==> config.mk <==
export PLATFORM = sky130hd
export DESIGN_NAME = uart_fifo_tx
export DESIGN_NICKNAME = d
export VERILOG_FILES = /design/src/rtl/uart_fifo_tx.sv
export SDC_FILE = /design/constraint.sdc
export NUM_CORES = 1
export LEC_CHECK = 0
export CAP_MARGIN = 20
export CELL_PAD_IN_SITES_DETAIL_PLACEMENT = 1
export CELL_PAD_IN_SITES_GLOBAL_PLACEMENT = 2
export CORE_ASPECT_RATIO = 1.5
export CORE_MARGIN = 2
export CORE_UTILIZATION = 25
export DETAILED_ROUTE_END_ITERATION = 10
export PLACE_DENSITY = 0.68
export SLEW_MARGIN = 20
export SYNTH_ARGS = -nofsm -noshare
export SYNTH_HDL_FRONTEND = slang
export SYNTH_SLANG_ARGS = --single-unit
==> constraint.sdc <==
create_clock -name clk -period 2.8 [get_ports clk]
set_clock_uncertainty 0.2 [all_clocks]
set_input_delay 0.28 -clock clk [delete_from_list [all_inputs] [get_ports clk]]
set_output_delay 0.28 -clock clk [all_outputs]
set_load 0.02 [all_outputs]
==> src/rtl/uart_fifo_tx.sv <==
// FIFO-draining 8N1 UART transmitter: pops one byte per frame from a first-word-latency-1 FIFO
// and serialises it LSB first. Every output is registered from the next-state values.
module uart_fifo_tx #(
  parameter int CLKS_PER_BIT = 234,
  parameter int STOP_BITS    = 1,
  parameter int CNT_WIDTH    = 16
) (
  input  logic                 clk,
  input  logic                 I_rst,
  input  logic                 I_enable,
  input  logic                 I_fifo_empty,
  input  logic [7:0]           I_fifo_q,
  output logic                 O_fifo_rd_en,
  output logic                 O_uart_tx,
  output logic                 O_busy,
  output logic                 O_byte_done,
  output logic [CNT_WIDTH-1:0] O_byte_count
);

  localparam int                BAUD_W    = $clog2(CLKS_PER_BIT);
  localparam logic [BAUD_W-1:0] BAUD_LAST = BAUD_W'(CLKS_PER_BIT - 1);
  localparam logic [2:0]        STOP_LAST = 3'(STOP_BITS - 1);

  typedef enum logic [2:0] {IDLE, FETCH, LOAD, START, DATA, STOP} state_t;

  state_t            state, state_nxt;
  logic [BAUD_W-1:0] baud, baud_nxt;
  logic [2:0]        bit_cnt, bit_nxt;
  logic [7:0]        shreg, shreg_nxt;
  logic              tx_nxt, done_nxt, go;

  assign go = I_enable & ~I_fifo_empty;

  always_comb begin
    state_nxt = state;
    baud_nxt  = baud;
    bit_nxt   = bit_cnt;
    shreg_nxt = shreg;
    unique case (state)
      IDLE:  if (go) state_nxt = FETCH;
      FETCH: state_nxt = LOAD;
      LOAD: begin
        shreg_nxt = I_fifo_q;
        state_nxt = START;
      end
      START: begin
        if (baud == BAUD_LAST) begin
          baud_nxt  = '0;
          state_nxt = DATA;
        end else begin
          baud_nxt = baud + 1'b1;
        end
      end
      DATA: begin
        if (baud == BAUD_LAST) begin
          baud_nxt  = '0;
          shreg_nxt = {1'b0, shreg[7:1]};
          if (bit_cnt == 3'd7) begin
            bit_nxt   = '0;
            state_nxt = STOP;
          end else begin
            bit_nxt = bit_cnt + 1'b1;
          end
        end else begin
          baud_nxt = baud + 1'b1;
        end
      end
      STOP: begin
        if (baud == BAUD_LAST) begin
          baud_nxt = '0;
          if (bit_cnt == STOP_LAST) begin
            bit_nxt   = '0;
            state_nxt = go ? FETCH : IDLE;
          end else begin
            bit_nxt = bit_cnt + 1'b1;
          end
        end else begin
          baud_nxt = baud + 1'b1;
        end
      end
      default: state_nxt = IDLE;
    endcase

    // Outputs are decoded from the next state so the registered copies line up with the state.
    tx_nxt = 1'b1;
    if (state_nxt == START)     tx_nxt = 1'b0;
    else if (state_nxt == DATA) tx_nxt = shreg_nxt[0];
    done_nxt = (state_nxt == STOP) && (baud_nxt == BAUD_LAST) && (bit_nxt == STOP_LAST);
  end

  always_ff @(posedge clk or posedge I_rst) begin
    if (I_rst) begin
      state        <= IDLE;
      baud         <= '0;
      bit_cnt      <= '0;
      shreg        <= '0;
      O_fifo_rd_en <= 1'b0;
      O_uart_tx    <= 1'b1;
      O_busy       <= 1'b0;
      O_byte_done  <= 1'b0;
      O_byte_count <= '0;
    end else begin
      state        <= state_nxt;
      baud         <= baud_nxt;
      bit_cnt      <= bit_nxt;
      shreg        <= shreg_nxt;
      O_fifo_rd_en <= (state_nxt == FETCH);
      O_uart_tx    <= tx_nxt;
      O_busy       <= (state_nxt != IDLE);
      O_byte_done  <= done_nxt;
      if (done_nxt) O_byte_count <= O_byte_count + 1'b1;
    end
  end

endmodule

==> impl_metrics.tcl <==
set metrics [dict create \
    via_per_inst 4.97 \
    syn_area_sq_um 2340 \
    r2r-end "O_byte_count[1]$_DFFE_PP0P_" \
    worst_hold_slack_ns 0.244 \
    post-route-util 0.336 \
    r2r_setup_slack_ns 0.14 \
    rows 43 \
    layout_common_cells "dfrtp_1 (40), clkdlybuf4s50_1 (31), buf_4 (23), nand2_1 (21), xor2_1 (16)" \
    slew_headroom 0.629 \
    ios 32 \
    wire_per_inst_um 15.5 \
    grt_first_pass_wirelength_mm 10.3 \
    synthMuxAreaShare 0.00642 \
    synth_compound_area_frac 0.148 \
    hold_buffers 0 \
    critPathLaunchType "flip-flop" \
    final-max-slew-violation-count 0 \
    path_cells "inv_1 -> ha_2 -> and4b_4 -> and3_4 -> o311a_1 -> inv_1 -> nand3_1 -> or4b_4 -> mux2_4" \
    cpMaxStageDelayCell "or4b_4" \
    path_max_fanout 7 \
    overflow 0 \
    clk_pin_slew_ns 0.06 \
    cts_root_buf "clkbuf_16" \
    crit_top_cell "inv_1" \
    gp_congestion 0.761 \
    endpoint "O_byte_count[1]$_DFFE_PP0P_" \
    cp.depth 9 \
    worst-setup-path-type "flip-flop to flip-flop" \
    synth-simple-area-share 0.248 \
    yosysSeqAreaShare 0.450 \
    cp_top_family "simple AND/OR/NAND/NOR gates" \
    reg2reg_depth 9 \
    synth_top_family_by_area "simple AND/OR/NAND/NOR gates" \
    cts_tree "done" \
    grt_max_degree 43 \
    antenna_cells 0 \
    firstDrtPassIters 4 \
    hold_violations 0 \
    wirelength_mm 6.11 \
    path_buf_inv 2 \
    cts_buffer_depth 2 \
    area_growth_syn_to_layout_pct 31.4 \
    max_freq_ghz 0.376 \
    grt_pass1_vias 2073 \
    grt_use_total 0.129 \
    cap_violations 0 \
    synthFlopType "dfrtp_1" \
    place_area_sq_um 2880 \
    htreeDepth 2 \
    async_reset_ff_frac 1.00 \
    setup_tns_ns 0 \
    period_minus_slack_ns 2.66 \
    clk_latency_ns 0.29 \
    min_path_type "primary input to asynchronous set/reset pin" \
    dieArea_sq_um 10200 \
    ir_drop_v 0.000251 \
    port-buffer-count 31 \
    syn-num-nets 251 \
    cp.required_ns 2.77 \
    period_share 0.951 \
    end_kind "flip-flop" \
    drcViolationCount 0 \
    initial_core_util 0.256 \
    design_area_sq_um 3070 \
    synthCells 233 \
    status "complete, no violations" \
    setup.worst_path.start "baud[1]$_DFF_PP0_" \
    synth-seq-cells 42 \
    nets 301 \
    drtAntennaViolNets 0 \
    final_common_cell "dfrtp_1" \
    synth_fa_ha_area_frac 0.0321 \
    finalSetupViolCount 0 \
    drive_above_1_share 0.194 \
    die_h_um 122 \
    synth_xor_area_frac 0.0712 \
    grt_antenna_before_repair 0 \
    postSynthAreaPerCell_sq_um 10.0 \
    worst_slew_pin_slew_ns 0.556 \
    cts_buffers 5 \
    critPathMaxStageDelay_ns 0.56 \
    die_w_um 82.9 \
    p_total_mw 1.21 \
    worstPathArrival_ns 2.64 \
    p_leak_nw 1.22 \
    synth_edf_count 0 \
    core_sq_um 9150 \
    drtIter0Drc 56 \
    cellPowerDensity_nw_per_um2 394 \
    ys_warn_count 0 \
    cts_sinks 42 \
    hpwlAfterDp_mm 4.47 \
    regToRegStartpoint "baud[1]$_DFF_PP0_" \
    synth.distinct_cells 52 \
    vias 1964 \
]
## cells in the mapped netlist (all sizes together), types with 2 or more instances
| cell | count | area (sq um) |
|---|---|---|
| buf | 8 | 51.3 |
| xor2 | 16 | 140 |
| a22oi | 7 | 52.6 |
| nand3 | 16 | 85.1 |
| nand2b | 4 | 25.0 |
| nor4b | 3 | 26.3 |
| a31oi | 4 | 25.0 |
| nor2 | 7 | 26.3 |
| nand2 | 22 | 85.1 |
| ha | 6 | 75.1 |
| nand3b | 3 | 22.5 |
| nand4 | 4 | 31.3 |
| o211ai | 2 | 15.0 |
| nor2b | 4 | 25.0 |
| nor4 | 12 | 119 |
| o21ai | 16 | 80.1 |
| and3 | 7 | 53.8 |
| clkbuf | 3 | 11.3 |
| a21oi | 12 | 67.6 |
| dfrtp | 41 | 1030 |
| nor3 | 2 | 10.0 |
| xnor2 | 3 | 26.3 |
| inv | 11 | 41.3 |
## metrics by stage
stage,setup slack [ns],std cells
2_1_floorplan,0.0484,233
3_3_place_gp,0.0416,385
3_5_place_dp,0.0194,385
4_1_cts,0.00329,392
5_1_grt,-0.000115,395
6_report,0.138,395
## flip-flops by register name, summed over array words and instances, names as in the netlist
signal        cells
O_byte_count     16
O_busy            1
baud              8
state             3
O_fifo_rd_en      1
O_byte_done       1
O_uart_tx         1
bit_cnt           3
shreg             8
## power by group
group | switching, mW | internal [mW] | leakage, nW
Combinational | 0.0185 | 0.0200 | 0.682
Clock | 0.231 | 0.326 | 0.0640
Sequential | 0.00281 | 0.613 | 0.472
## per-layer routing
metal	GRT usage	wire [um]	up-vias
li1	-	-	946
met1	0.135	2420	995
met2	0.242	3420	16
met3	0.0262	121	7
met4	0.0676	139	0
met5	0	0	-
## worst reg2reg max path: stages (launching register included)
cell	delay, ns
dfrtp_1	0.34
inv_1	0.06
ha_2	0.19
and4b_4	0.22
and3_4	0.21
o311a_1	0.30
inv_1	0.09
nand3_1	0.08
or4b_4	0.56
mux2_4	0.31
## final cells by class
class | instances | area, sq um
Tap cell | 112 | 140
Sequential cell | 42 | 1050
Inverter | 11 | 41.3
Clock buffer | 7 | 133
Multi-Input combinational cell | 169 | 1220
Timing Repair Buffer | 54 | 483
Fill cell | 1064 | 6070
## cells by family after synthesis
group                      count (synthesis)
and+or+nand+nor                           92
AOI/OAI and AO/OA                         51
buffers and inverters                     22
DFF                                       42
adders and majority gates                  6
muxes                                      1
xor gates and xnor gates                  19
## worst min path at each step
stage	start	endpoint	slack, ns	depth (start not counted)
6_report	I_rst	state[1]$_DFF_PP0_	0.24	3
5_1_grt	O_byte_count[15]$_DFFE_PP0P_	O_byte_count[15]$_DFFE_PP0P_	0.30	1
4_1_cts	I_rst	state[2]$_DFF_PP0_	0.27	3
3_5_place_dp	O_byte_count[15]$_DFFE_PP0P_	O_byte_count[15]$_DFFE_PP0P_	0.27	1
3_3_place_gp	O_byte_count[15]$_DFFE_PP0P_	O_byte_count[15]$_DFFE_PP0P_	0.26	1
2_1_floorplan	I_fifo_q[7]	shreg[7]$_DFFE_PP0P_	0.25	1
## what timing repair did
action	in CTS	in global routing
gates resized for setup	0	9
setup endpoints to repair	0	7
endpoints found under the hold margin	0	0
setup buffers	0	3
No activity file was read; power rests on OpenSTA's default activity.
